`src/rtl/extensor_pipeline.sv`:
```
// Pipelined immediate extender: selects a field, sign/zero-extends it (or merges it
// under a latched high-order prefix) and queues the result in a small output FIFO.
module extensor_pipeline #(
    parameter int LARGURA_SAIDA = 32,
    parameter int LARGURA_1     = 17,
    parameter int LARGURA_2     = 22,
    parameter int LARGURA_IN    = 18,
    parameter int PROFUNDIDADE  = 2
) (
    input  logic                     clock,
    input  logic                     reset,
    input  logic [1:0]               selecao,
    input  logic                     sem_sinal,
    input  logic [LARGURA_1-1:0]     entrada_1,
    input  logic [LARGURA_2-1:0]     entrada_2,
    input  logic [LARGURA_IN-1:0]    entrada_in,
    input  logic                     entrada_valida,
    output logic                     entrada_pronta,
    output logic [LARGURA_SAIDA-1:0] saida,
    output logic                     saida_valida,
    input  logic                     saida_pronta,
    output logic                     prefixo_ativo
);

    localparam int PW = (PROFUNDIDADE > 1) ? $clog2(PROFUNDIDADE) : 1;
    localparam int CW = $clog2(PROFUNDIDADE + 1);
    localparam logic [CW-1:0] CHEIO  = CW'(PROFUNDIDADE);
    localparam logic [PW-1:0] ULTIMO = PW'(PROFUNDIDADE - 1);
    localparam int Z1 = LARGURA_SAIDA - LARGURA_1;
    localparam int Z2 = LARGURA_SAIDA - LARGURA_2;
    localparam int ZI = LARGURA_SAIDA - LARGURA_IN;

    logic [LARGURA_SAIDA-1:0] mem_q [PROFUNDIDADE];
    logic [PW-1:0]            wr_ptr_q, wr_ptr_d, rd_ptr_q, rd_ptr_d;
    logic [CW-1:0]            count_q, count_d;
    logic [LARGURA_2-1:0]     prefixo_q, prefixo_d;
    logic                     ativo_q, ativo_d;
    logic                     aceita, carga, push, pop;
    logic [LARGURA_SAIDA-1:0] prefixo_largo, resultado;

    function automatic logic [PW-1:0] avanca(input logic [PW-1:0] p);
        return (p == ULTIMO) ? '0 : p + PW'(1);
    endfunction

    // Ready depends only on reset and occupancy, so a full FIFO refuses a push even during a pop.
    assign entrada_pronta = reset && (count_q < CHEIO);
    assign saida_valida   = (count_q != '0);
    assign saida          = saida_valida ? mem_q[rd_ptr_q] : '0;
    assign prefixo_ativo  = ativo_q;

    always_comb begin
        prefixo_largo = {{Z2{1'b0}}, prefixo_q};
        resultado     = '0;
        case (selecao)
            2'b00: resultado = ativo_q ? ((prefixo_largo << LARGURA_1) | {{Z1{1'b0}}, entrada_1})
                                       : {{Z1{~sem_sinal & entrada_1[LARGURA_1-1]}}, entrada_1};
            2'b01: resultado = ativo_q ? ((prefixo_largo << LARGURA_2) | {{Z2{1'b0}}, entrada_2})
                                       : {{Z2{~sem_sinal & entrada_2[LARGURA_2-1]}}, entrada_2};
            2'b10: resultado = ativo_q ? ((prefixo_largo << LARGURA_IN) | {{ZI{1'b0}}, entrada_in})
                                       : {{ZI{~sem_sinal & entrada_in[LARGURA_IN-1]}}, entrada_in};
            default: resultado = '0;
        endcase
    end

    always_comb begin
        aceita    = entrada_valida && entrada_pronta;
        carga     = aceita && (selecao == 2'b11);
        push      = aceita && (selecao != 2'b11);
        pop       = saida_valida && saida_pronta;
        wr_ptr_d  = push ? avanca(wr_ptr_q) : wr_ptr_q;
        rd_ptr_d  = pop ? avanca(rd_ptr_q) : rd_ptr_q;
        count_d   = count_q;
        case ({push, pop})
            2'b10:   count_d = count_q + CW'(1);
            2'b01:   count_d = count_q - CW'(1);
            default: count_d = count_q;
        endcase
        prefixo_d = carga ? entrada_2 : prefixo_q;
        ativo_d   = carga ? 1'b1 : (push ? 1'b0 : ativo_q);
    end

    always_ff @(posedge clock) begin
        if (!reset) begin
            wr_ptr_q  <= '0;
            rd_ptr_q  <= '0;
            count_q   <= '0;
            prefixo_q <= '0;
            ativo_q   <= 1'b0;
        end else begin
            wr_ptr_q  <= wr_ptr_d;
            rd_ptr_q  <= rd_ptr_d;
            count_q   <= count_d;
            prefixo_q <= prefixo_d;
            ativo_q   <= ativo_d;
        end
    end

    // Storage needs no reset: entries are only visible while counted as occupied.
    always_ff @(posedge clock) begin
        if (push) mem_q[wr_ptr_q] <= resultado;
    end

endmodule

```
`config.mk`:
```
export PLATFORM = sky130hd
export DESIGN_NAME = extensor_pipeline
export DESIGN_NICKNAME = d
export VERILOG_FILES = /design/src/rtl/extensor_pipeline.sv
export SDC_FILE = /design/constraint.sdc
export NUM_CORES = 1
export LEC_CHECK = 0
export CAP_MARGIN = 20
export CORE_MARGIN = 8
export CORE_UTILIZATION = 50
export DETAILED_ROUTE_END_ITERATION = 10
export GPL_TIMING_DRIVEN = 1
export PLACE_DENSITY = 0.8
export SETUP_SLACK_MARGIN = 0.5
export SYNTH_ARGS = -nofsm -noshare
export SYNTH_HDL_FRONTEND = slang
export SYNTH_SLANG_ARGS = --single-unit
```
`constraint.sdc`:
```
create_clock -name clock -period 2.9 [get_ports clock]
set_input_delay 0.87 -clock clock [delete_from_list [all_inputs] [get_ports clock]]
set_output_delay 0.87 -clock clock [all_outputs]
set_load 0.02 [all_outputs]
```
==> results by group, run 1 <==
Power and ir drop
  • Leak Pwr: 2.10 nW
  • Switching pwr: 1.21 mW
  • Power Internal: 2.64 mW
  • Sequential power share: 37.5%
  • Switching part of the total: 31.5%
  • Peak supply drop: 519 uV
  • Clock power frac: 27.7%
  • Pwr dens: 677 nW/um^2
  • Comb pwr share: 34.9%

Logic synthesis
  • Asr flop ratio synth: 0%
  • Cells after synthesis: 374
  • Most numerous cell in the Yosys netlist: edfxtp_1
  • Largest cells by area after synthesis: edfxtp_1, mux2i_1, dfxtp_1
  • Cell accounting for the most synthesized area: edfxtp_1
  • Post-synth top area share: 45.8%
  • Most used DFF post-synth: edfxtp_1
  • Avg Inst Size Synth: 11.2 um^2
  • Sequential area share after synthesis: 55.8%
  • Synth warn: 0
  • Mapped Nets: 439
  • Seq cells post-synth: 85
  • EDFF count, synth: 64
  • Synth top cells by count: edfxtp_1, mux2i_1, o21ai_0
  • Mapped Area: 4190 um^2
  • Distinct cells, synth: 36

GRT
  • Largest net degree at the start of global routing: 34
  • Global-route wire length before repair: 17600 um
  • Grt ovf: 0
  • Vias in the first global route: 3403
  • Total GRT Usage: 19.5%
  • Initial antenna violation count: 0

STA
  • Fin crit share: 83.1%
  • Setup Skew: 6.04 ps
  • Final Critical Period: 2410 ps
  • Worst-Margin Slew: 695 ps
  • RSZ-0062 raised after global routing: yes
  • Max-slew violations: 0
  • Worst slew margin: 53.7%
  • Fmax: 415 MHz
  • Setup TNS: 0 ps
  • Setup violators final: 0
  • Final Hold Fails: 0

Worst setup path
  • Worst-case reg-to-reg path depth: 5
  • R2r endpoint: count_q[1]
  • CP Class: in -> reg
  • Crit path max fanout: 10
  • CP startpoint: selecao[1]
  • Critical Path AT: 2570 ps
  • CP endpoint: mem_q[0][26]
  • Startpoint Class: input pin
  • CP Capture Type: flop
  • Critical Path RT: 3060 ps
  • R2R Setup Slk: 1190 ps
  • Reg-to-Reg Start: count_q[1]

Clocking
  • CTS clock-pin slew for the worst setup and hold paths: 80 ps
  • CTS Root Cell: clkbuf_8
  • CTS Sinks: 85
  • CTS tree: done
  • Later-pin clock latency in the skew report: 340 ps
  • Cts bufs inserted: 9
  • H-tree depth: 3
  • Longest Clk Path Bufs: 2

Floorplan
  • Die width: 108 um
  • Die area: 11600 um^2
  • FP Rows: 33
  • Initial Util: 51.3%
  • I/O pin count: 99
  • Core Region: 8180 um^2
  • Chip height: 108 um

Placed design
  • Detailed placement HPWL: 7800 um
  • Gpl congestion: 0.848
  • Placed cell count: 571
  • PortBufs: 98

Final layout
  • NumNets Final: 548
  • Layout cells sized above 1: 17.2%
  • Ant diodes: 0
  • Area of the multi-input gates: 1680 um^2
  • Reg area: 2350 um^2
  • Post-Layout Cell Count: 593
  • Fillcell total: 599
  • Area grow syn2layout: 35.6%

Outcome
  • Status: complete, no violations

Drt
  • Via density: 5.77
  • Post-route ant nets: 0
  • Drt pass-1 iters: 5
  • Starting DRT DRC Count: 234
  • Post-Route WL: 11800 um
  • DR WL/cell: 19.9 um
  • DRC: 0
  • Routed vias: 3421

Min path
  • Worst hold path depth: 2
  • Tightest Hold Check Type: reg -> reg

Flow run
  • MaxCap Viol Count: 0
## how the worst min path moves through the flow
stage | start | slack, ps | to
finish | prefixo_q[14] | 490 | prefixo_q[14]
detailed placement | prefixo_q[14] | 480 | prefixo_q[14]
global route | wr_ptr_q | 520 | wr_ptr_q
floorplan | prefixo_q[14] | 450 | prefixo_q[14]
global placement | prefixo_q[14] | 470 | prefixo_q[14]
CTS | prefixo_q[14] | 490 | prefixo_q[14]
## power by group through the flow
stage | clock network, mW | registers (mW) | logic, mW
global route | 1.12 | 1.45 | 1.43
finish | 1.06 | 1.44 | 1.34
floorplan | 0 | 1.44 | 0.737
detailed placement | 0 | 1.46 | 1.32
CTS | 1.08 | 1.44 | 1.34
global placement | 0 | 1.45 | 1.30
## state kept, by name, indices dropped and copies added (netlist names), named ones only
signal and cells:
count_q 2, prefixo_q 15, rd_ptr_q 1, wr_ptr_q 1
prefixo_ativo 1, mem_q 64
## kinds of logic after synthesis
| group | count (synthesis) | share of synthesized area (%) |
|---|---|---|
| adders and majority gates | 1 | 0.298 |
| muxes | 50 | 11.9 |
| and+or+nand+nor | 96 | 11.0 |
| AOI/OAI and AO/OA | 97 | 15.8 |
| buffers and inverters | 42 | 4.53 |
| DFF | 85 | 55.8 |
| xor gates and xnor gates | 3 | 0.627 |
## area by class of cell
| cell class | instances | area share, % |
|---|---|---|
| clock inverters | 7 | 2.42 |
| flip-flops and latches | 85 | 41.3 |
| well taps | 105 | 2.31 |
| repair buffers | 126 | 21.4 |
| inverters | 14 | 0.990 |
| clock buffers | 9 | 2.18 |
| multi-input cells | 247 | 29.5 |
## layer usage
metal  global-route usage [%]  wire length [um]  up-vias
met5                        0                 0        -
met4                     9.71               337        0
met3                     3.65               807       22
met2                     33.9              6070      170
met1                     22.6              4580     1633
li1                         -                 -     1596
## placed cells by master, fill, tap and decap left out, types with 3 or more instances in the layout
cell type	count
nand3_1	15
a21oi_1	18
and2_1	11
clkdlybuf4s50_1	63
clkbuf_8	9
dfxtp_1	19
mux2i_2	3
nor2_1	37
o2111ai_2	10
o211ai_1	10
clkbuf_2	8
dlygate4sd2_1	15
buf_4	20
a221o_1	4
nand2_1	19
buf_12	4
mux2i_1	47
buf_2	8
edfxtp_1	64
o2bb2ai_1	4
inv_1	13
nor2b_1	3
o21ai_0	45
bufinv_16	4
## per-stage QoR
stage | utilization [%] | hold slack [ps] | setup WS (ps) | power [mW] | area, um^2
final | 69.6 | 488 | 491 | 3.85 | 5690
after global routing | 69.6 | 522 | 448 | 4.00 | 5690
after floorplan | - | 452 | 620 | 2.18 | 4200
after detailed placement | 65.8 | 476 | -57.2 | 2.78 | 5380
after CTS | 69.8 | 488 | 398 | 3.85 | 5710
after global placement | 65.8 | 471 | -60.7 | 2.76 | 5380
## critical path, cell delays in order
cell and delay (ps):
clkdlybuf4s50_1 550, buf_4 180, nor2b_1 360, o21ai_2 300, o2111ai_2 290
## what timing repair did
action                     CTS  global route
cloned                       2             1
hold buffers                 0             0
buffers inserted             1             2
resized for setup           63            31
setup endpoints to repair   36            54
Note: power is estimated with default switching activity, not from simulation.
==> run 2, diff against run 1 <==
--- a/config.mk
+++ b/config.mk
@@ -7,10 +7,10 @@
 export LEC_CHECK = 0
 export CAP_MARGIN = 20
 export CORE_MARGIN = 8
-export CORE_UTILIZATION = 50
+export CORE_UTILIZATION = 45
 export DETAILED_ROUTE_END_ITERATION = 10
 export GPL_TIMING_DRIVEN = 1
-export PLACE_DENSITY = 0.8
+export PLACE_DENSITY = 0.76
 export SETUP_SLACK_MARGIN = 0.5
 export SYNTH_ARGS = -nofsm -noshare
 export SYNTH_HDL_FRONTEND = slang
==> constraint.sdc (replaced) <==
create_clock -name clock -period 1.9 [get_ports clock]
set_input_delay 0.57 -clock clock [delete_from_list [all_inputs] [get_ports clock]]
set_output_delay 0.57 -clock clock [all_outputs]
set_load 0.02 [all_outputs]
==> run 2 against run 1 <==
Compared with the run above:
- the flow now finishes with violations (negative setup slack)
- sequential share of layout area down 12 points
- via count rose by 26%
- worst hold slack gained 49 ps
- clock skew is 12 ps higher
- critical endpoint is now saida[24]
- highest routed layer unchanged
==> results by group, run 2 (synthesis results as in run 1) <==
Outcome
  • Status: complete, but fails checks (was complete, no violations)
  • Violated checks: negative setup slack

Worst setup path
  • Critical Path AT: 1560 ps (was 2570 ps)
  • R2R Setup Slk: 0 ps (was 1190 ps)
  • CP Capture Type: output pin (was flop)
  • Startpoint Class: flop (was input pin)
  • Worst-case reg-to-reg path depth: 8 (was 5)
  • Critical Path RT: 1330 ps (was 3060 ps)
  • Crit path max fanout: 6 (was 10)
  • CP Class: reg -> out (was in -> reg)

Floorplan
  • Die area: 12700 um^2 (was 11600 um^2)
  • Chip height: 113 um (was 108 um)
  • Die width: 113 um (was 108 um)
  • FP Rows: 35 (was 33)
  • Core Region: 9150 um^2 (was 8180 um^2)
  • I/O pin count: 99 (unchanged)
  • Initial Util: 45.8% (was 51.3%)

Clocking
  • Longest Clk Path Bufs: 2 (unchanged)
  • CTS Sinks: 85 (unchanged)
  • Cts bufs inserted: 9 (unchanged)
  • CTS tree: done (unchanged)
  • CTS Hold Bufs: 0 (unchanged)
  • H-tree depth: 3 (unchanged)
  • CTS clock-pin slew for the worst setup and hold paths: 100 ps (was 80 ps)
  • CTS Root Cell: clkbuf_8 (unchanged)
  • Later-pin clock latency in the skew report: 380 ps (was 340 ps)

GRT
  • Total GRT Usage: 22.7% (was 19.5%)
  • Initial antenna violation count: 0 (unchanged)
  • Vias in the first global route: 4069 (was 3403)
  • Grt ovf: 0 (unchanged)
  • Global-route wire length before repair: 22500 um (was 17600 um)
  • Largest net degree at the start of global routing: 22 (was 34)

Flow run
  • MaxCap Viol Count: 0 (unchanged)

Power and ir drop
  • Pwr dens: 975 nW/um^2 (was 677 nW/um^2)
  • Leak Pwr: 2.83 nW (was 2.10 nW)
  • Peak supply drop: 928 uV (was 519 uV)

Final layout
  • Layout cells sized above 1: 58.9% (was 17.2%)
  • Post-Layout Cell Count: 671 (was 593)
  • Top reg by flops: mem_q (unchanged)
  • Area grow syn2layout: 90.1% (was 35.6%)
  • Max FFs per register: 64 (unchanged)
  • Fin util: 87.1% (was 69.6%)
  • NumNets Final: 620 (was 548)
  • Most frequent cells in the layout: edfxtp_1, buf_6, clkdlybuf4s50_1, buf_4, nor2_2 (was edfxtp_1, clkdlybuf4s50_1, mux2i_1, o21ai_0, nor2_1)
  • Commonest non-fill, non-tap cell in the layout: edfxtp_1 (unchanged)
  • Ant diodes: 0 (unchanged)
  • Largest registers: mem_q (64), prefixo_q (15), count_q (2) (unchanged)

STA
  • Final Critical Period: 2130 ps
  • RSZ-0062 raised after global routing: yes (unchanged)
  • Setup violators final: 32 (was 0)
  • Fmax: 470 MHz
  • Max-slew violations: 0 (unchanged)
  • Final worst slack: -229 ps (was 491 ps)
  • Worst slew margin: 58.6% (was 53.7%)
  • Fin crit share: 112%
  • Setup TNS: -4880 ps (was 0 ps)
  • Final Hold Fails: 0 (unchanged)
  • Setup Skew: 18.5 ps (was 6.04 ps)
  • Worst-Margin Slew: 619 ps (was 695 ps)

Placed design
  • Pre-CTS setup slack: -566 ps (was -57.2 ps)
  • Gpl congestion: 0.847 (was 0.848)
  • PortBufs: 98 (unchanged)
  • Placed cell count: 600 (was 571)
  • Detailed placement HPWL: 8730 um (was 7800 um)

Drt
  • DR WL/cell: 29.3 um (was 19.9 um)
  • Post-route ant nets: 0 (unchanged)
  • Via density: 6.44 (was 5.77)
  • Drt pass-1 iters: 5 (unchanged)
  • Starting DRT DRC Count: 479 (was 234)
  • Post-Route WL: 19700 um (was 11800 um)
  • Routed vias: 4320 (was 3421)
  • DRC: 0 (unchanged)

Min path
  • Worst hold path depth: 2 (unchanged)
  • Tightest Hold Check Type: reg -> reg (unchanged)
## run 2: cell count changes in the layout (fill, tap and decap cells not counted), sizes merged, moves of 2 or more
cell / change
bufinv: -2
clkdlybuf4s50: -8
clkbuf: -5
inv: +2
dlygate4sd2: -13
buf: +100
## run 2: critical path, cell delays in order (launching register included)
cell and delay, ps:
dfxtp_4 420, buf_12 150, buf_12 140, mux2i_1 270, nor2_2 70, buf_6 140
## run 2: per-layer routing
layer / vias up / global-route usage, % / routed length, um
met5: - / 0 / 0
met4: 0 / 9.26 / 1140
met3: 96 / 4.62 / 1830
met2: 350 / 40.6 / 9820
met1: 2113 / 25.8 / 6860
li1: 1761 / - / -
## run 2: power breakdown
group | switching (mW) | total [mW] | leakage [nW] | internal, mW
sequential | 0.0960 | 2.23 | 0.767 | 2.13
combinational | 1.94 | 4.03 | 1.95 | 2.09
clock | 0.760 | 1.52 | 0.112 | 0.762
## run 2: per-stage QoR
step / area, um^2 / total power [mW] / hold WS, ps
after CTS: 6990 / 6.99 / 486
after floorplan: 4660 / 3.86 / 449
after global routing: 7970 / 7.97 / 550
after detailed placement: 5940 / 4.88 / 473
final: 7970 / 7.78 / 537
after global placement: 5940 / 4.83 / 473
## run 2: cell type report
class | instances | area [um^2]
inverter | 14 | 73.8
clock inverter | 7 | 105
timing repair buffer | 197 | 2380
clock buffer | 9 | 124
sequential | 85 | 2350
fill | 361 | 1180
tap | 111 | 139
multi-input combinational | 248 | 2800
## run 2: timing repair
action	in CTS	in global routing
gates resized for setup	335	178
setup endpoints to repair	182	180
pin swaps	22	57
buffers inserted	21	20
endpoints found under the hold margin	0	0
gates cloned	10	4
## run 2: final timing paths
check                                endpoint          start
worst max-delay path                saida[24]           flop
worst min-delay path            prefixo_q[14]  prefixo_q[14]
worst max register to register   mem_q[0][14]     count_q[1]
worst min register to register  prefixo_q[14]  prefixo_q[14]
==> run 3, diff against run 2 <==
--- a/config.mk
+++ b/config.mk
@@ -6,7 +6,6 @@
 export NUM_CORES = 1
 export LEC_CHECK = 0
 export CAP_MARGIN = 20
-export CORE_MARGIN = 8
 export CORE_UTILIZATION = 45
 export DETAILED_ROUTE_END_ITERATION = 10
 export GPL_TIMING_DRIVEN = 1
==> constraint.sdc (replaced) <==
create_clock -name clock -period 1.8 [get_ports clock]
set_input_delay 0.54 -clock clock [delete_from_list [all_inputs] [get_ports clock]]
set_output_delay 0.54 -clock clock [all_outputs]
set_load 0.02 [all_outputs]
==> run 3 against run 2 <==
Compared with the run above:
- the flow finishes with violations (design-rule violations, negative setup slack)
- non-clock buffer count is the same
- cell count shrank 0.60%
- sequential power increased by 6%
- combinational power up 6.7%
- clock skew is 7.3 ps lower
- global-route usage is 10 points higher
- register-to-register slack better by 60 ps
- wire length is 2.9% higher
- final area up 2.7%
- sequential share of layout area down 0.76 points
- flip-flop and latch count unchanged
- critical path depth is the same
- critical path type unchanged
- largest cell class unchanged
- largest power group unchanged
==> results by group, run 3 (synthesis results as in run 1) <==
STA
  • Worst slew margin: 69.5% (was 58.6%)
  • Max-slew violations: 0 (unchanged)
  • Final Hold Fails: 0 (unchanged)
  • Final worst slack: -340 ps (was -229 ps)
  • Hold_ws: 519 ps (was 537 ps)
  • Fmax: 467 MHz
  • Fin crit share: 119%
  • Setup violators final: 32 (unchanged)
  • Worst-Margin Slew: 456 ps (was 619 ps)
  • RSZ-0062 raised after global routing: yes (unchanged)
  • Setup Skew: 11.2 ps (was 18.5 ps)
  • Final Critical Period: 2140 ps

Worst setup path
  • Crit path max fanout: 5 (was 6)
  • Critical Path AT: 1600 ps (was 1560 ps)
  • CP Cell Sequence: buf_12, buf_16, mux2i_4, nor2_2, buf_6 (was buf_12, buf_12, mux2i_1, nor2_2, buf_6)
  • Worst path buffer plus inverter count: 3 (unchanged)
  • CP Capture Type: output pin (unchanged)
  • Critical Path Slowest Stage Cell: dfxtp_4 (unchanged)
  • R2R Setup Slk: 60 ps (was 0 ps)
  • CP delay by family, top: flip-flops (was buffers and inverters)
  • CP Class: reg -> out (unchanged)
  • Startpoint Class: flop (unchanged)
  • Reg-to-Reg Start: count_q[1] (unchanged)
  • Critical path's largest stage delay: 420 ps (about the same)
  • Critical Path RT: 1260 ps (was 1330 ps)

Clocking
  • CTS tree: done (unchanged)
  • Longest Clk Path Bufs: 2 (unchanged)
  • CTS Root Cell: clkbuf_8 (unchanged)
  • Later-pin clock latency in the skew report: 380 ps (about the same)
  • H-tree depth: 3 (unchanged)
  • CTS clock-pin slew for the worst setup and hold paths: 100 ps (about the same)
  • CTS Sinks: 85 (unchanged)
  • Cts bufs inserted: 9 (unchanged)

Final layout
  • Fin util: 92.1% (was 87.1%)
  • Most frequent cells in the layout: buf_6, edfxtp_1, clkdlybuf4s50_1, buf_12, o21ai_2 (was edfxtp_1, buf_6, clkdlybuf4s50_1, buf_4, nor2_2)
  • Commonest non-fill, non-tap cell in the layout: buf_6 (was edfxtp_1)
  • Largest registers: mem_q (64), prefixo_q (15), count_q (2) (unchanged)
  • Ant diodes: 0 (unchanged)
  • NumNets Final: 619 (was 620)
  • Area of the multi-input gates: 2990 um^2 (was 2800 um^2)
  • Top reg by flops: mem_q (unchanged)
  • Layout cells sized above 1: 62.8% (was 58.9%)
  • Fillcell total: 266 (was 361)
  • Area grow syn2layout: 95.2% (was 90.1%)
  • Reg area: 2350 um^2 (unchanged)
  • Post-route cell area: 8190 um^2 (was 7970 um^2)
  • Max FFs per register: 64 (unchanged)

Drt
  • Routed vias: 4388 (was 4320)
  • Via density: 6.58 (was 6.44)
  • Starting DRT DRC Count: 389 (was 479)
  • Post-route ant nets: 0 (unchanged)
  • DR WL/cell: 30.3 um (was 29.3 um)
  • Post-Route WL: 20200 um (was 19700 um)
  • Drt pass-1 iters: 8 (was 5)
  • DRC: 6 (was 0)

GRT
  • Met2 GRT Util: 56.2% (was 40.6%)
  • Largest net degree at the start of global routing: 22 (unchanged)
  • Grt peak-use layer: met2 (unchanged)
  • Vias in the first global route: 4175 (was 4069)
  • Total GRT Usage: 33.2% (was 22.7%)
  • Initial antenna violation count: 0 (unchanged)
  • Grt ovf: 0 (unchanged)
  • Global-route wire length before repair: 23600 um (was 22500 um)
  • Met3 Use GR: 6.81% (was 4.62%)
  • Met1 usage in global routing: 40.0% (was 25.8%)

Outcome
  • Status: complete, but fails checks (unchanged)
  • Violated checks: design-rule violations, negative setup slack (was negative setup slack)

Min path
  • Tightest Hold Check Type: reg -> reg (unchanged)
  • Hold path startpoint: wr_ptr_q (was prefixo_q[14])

Placed design
  • Gpl congestion: 0.831 (was 0.847)
  • Cell Area, Placed: 5930 um^2 (was 5940 um^2)
  • Detailed placement HPWL: 8320 um (was 8730 um)
  • PortBufs: 98 (unchanged)

Power and ir drop
  • Peak supply drop: 805 uV (was 928 uV)
  • Leak Pwr: 2.85 nW (was 2.83 nW)
  • Pwr dens: 1000 nW/um^2 (was 975 nW/um^2)

Floorplan
  • Initial Util: 47.2% (was 45.8%)
  • Core Region: 8890 um^2 (was 9150 um^2)
  • Chip height: 98.5 um (was 113 um)
  • I/O pin count: 99 (unchanged)
  • Die width: 98.5 um (was 113 um)
  • FP Rows: 34 (was 35)
  • Die area: 9710 um^2 (was 12700 um^2)

Flow run
  • MaxCap Viol Count: 0 (unchanged)
[run 3: cell types whose count changed in the layout (fill, tap and decap cells not counted), sizes merged]
cell / before / now
clkbuf: 13 / 12
inv: 15 / 12
clkinv: 2 / 3
clkdlybuf4s15: 1 / 0
dlygate4sd2: 2 / 3
buf: 135 / 139
o21ai: 48 / 47
clkdlybuf4s50: 55 / 54
[run 3: stage by stage]
stage	setup slack, ps	std cells	TNS (ps)	total power [mW]
floorplan	-110	374	-3520	4.09
global placement	-592	595	-64240	5.09
detailed placement	-612	595	-69140	5.15
CTS	-198	653	-5420	7.40
global route	-367	667	-8820	8.37
finish	-340	667	-7960	8.21
[run 3: worst reg2reg max path: cells and delay by family (launching register included)]
family                 cells  cell delay [ps]
AND/OR/NAND/NOR            2              530
buffers and inverters      5              590
flip-flops                 1              350
[run 3: power breakdown]
group	internal, mW	leakage [nW]	switching, mW
logic	2.22	1.98	2.08
clock network	0.777	0.101	0.763
registers	2.25	0.767	0.119
total	5.25	2.85	2.96
[run 3: area by class of cell]
cell class              instances  share of cell area (%)
flip-flops and latches         85                    28.7
inverters                      14                   0.902
clock buffers                  11                    1.61
multi-input cells             247                    36.6
clock inverters                 5                   0.932
repair buffers                197                    29.6
well taps                     108                    1.65
[run 3: path summary, 6_finish.rpt]
kind	to	cells past startpoint
max reg2reg	mem_q[1][26]	7
max	saida[2]	5
min reg2reg	wr_ptr_q	2
min	wr_ptr_q	2
[run 3: what timing repair did]
action / 4_1_cts / 5_1_grt
gates cloned: 10 / 1
pin swaps: 31 / 23
setup buffers: 32 / 13
hold buffers: 0 / 0
gates resized for setup: 399 / 151
setup endpoints to repair: 182 / 181
[run 3: per-layer routing]
| layer | share of wire (%) | vias to the layer above |
|---|---|---|
| li1 | - | 1751 |
| met1 | 36 | 2131 |
| met2 | 48 | 371 |
| met3 | 9.0 | 135 |
| met4 | 7.4 | 0 |
| met5 | 0 | - |
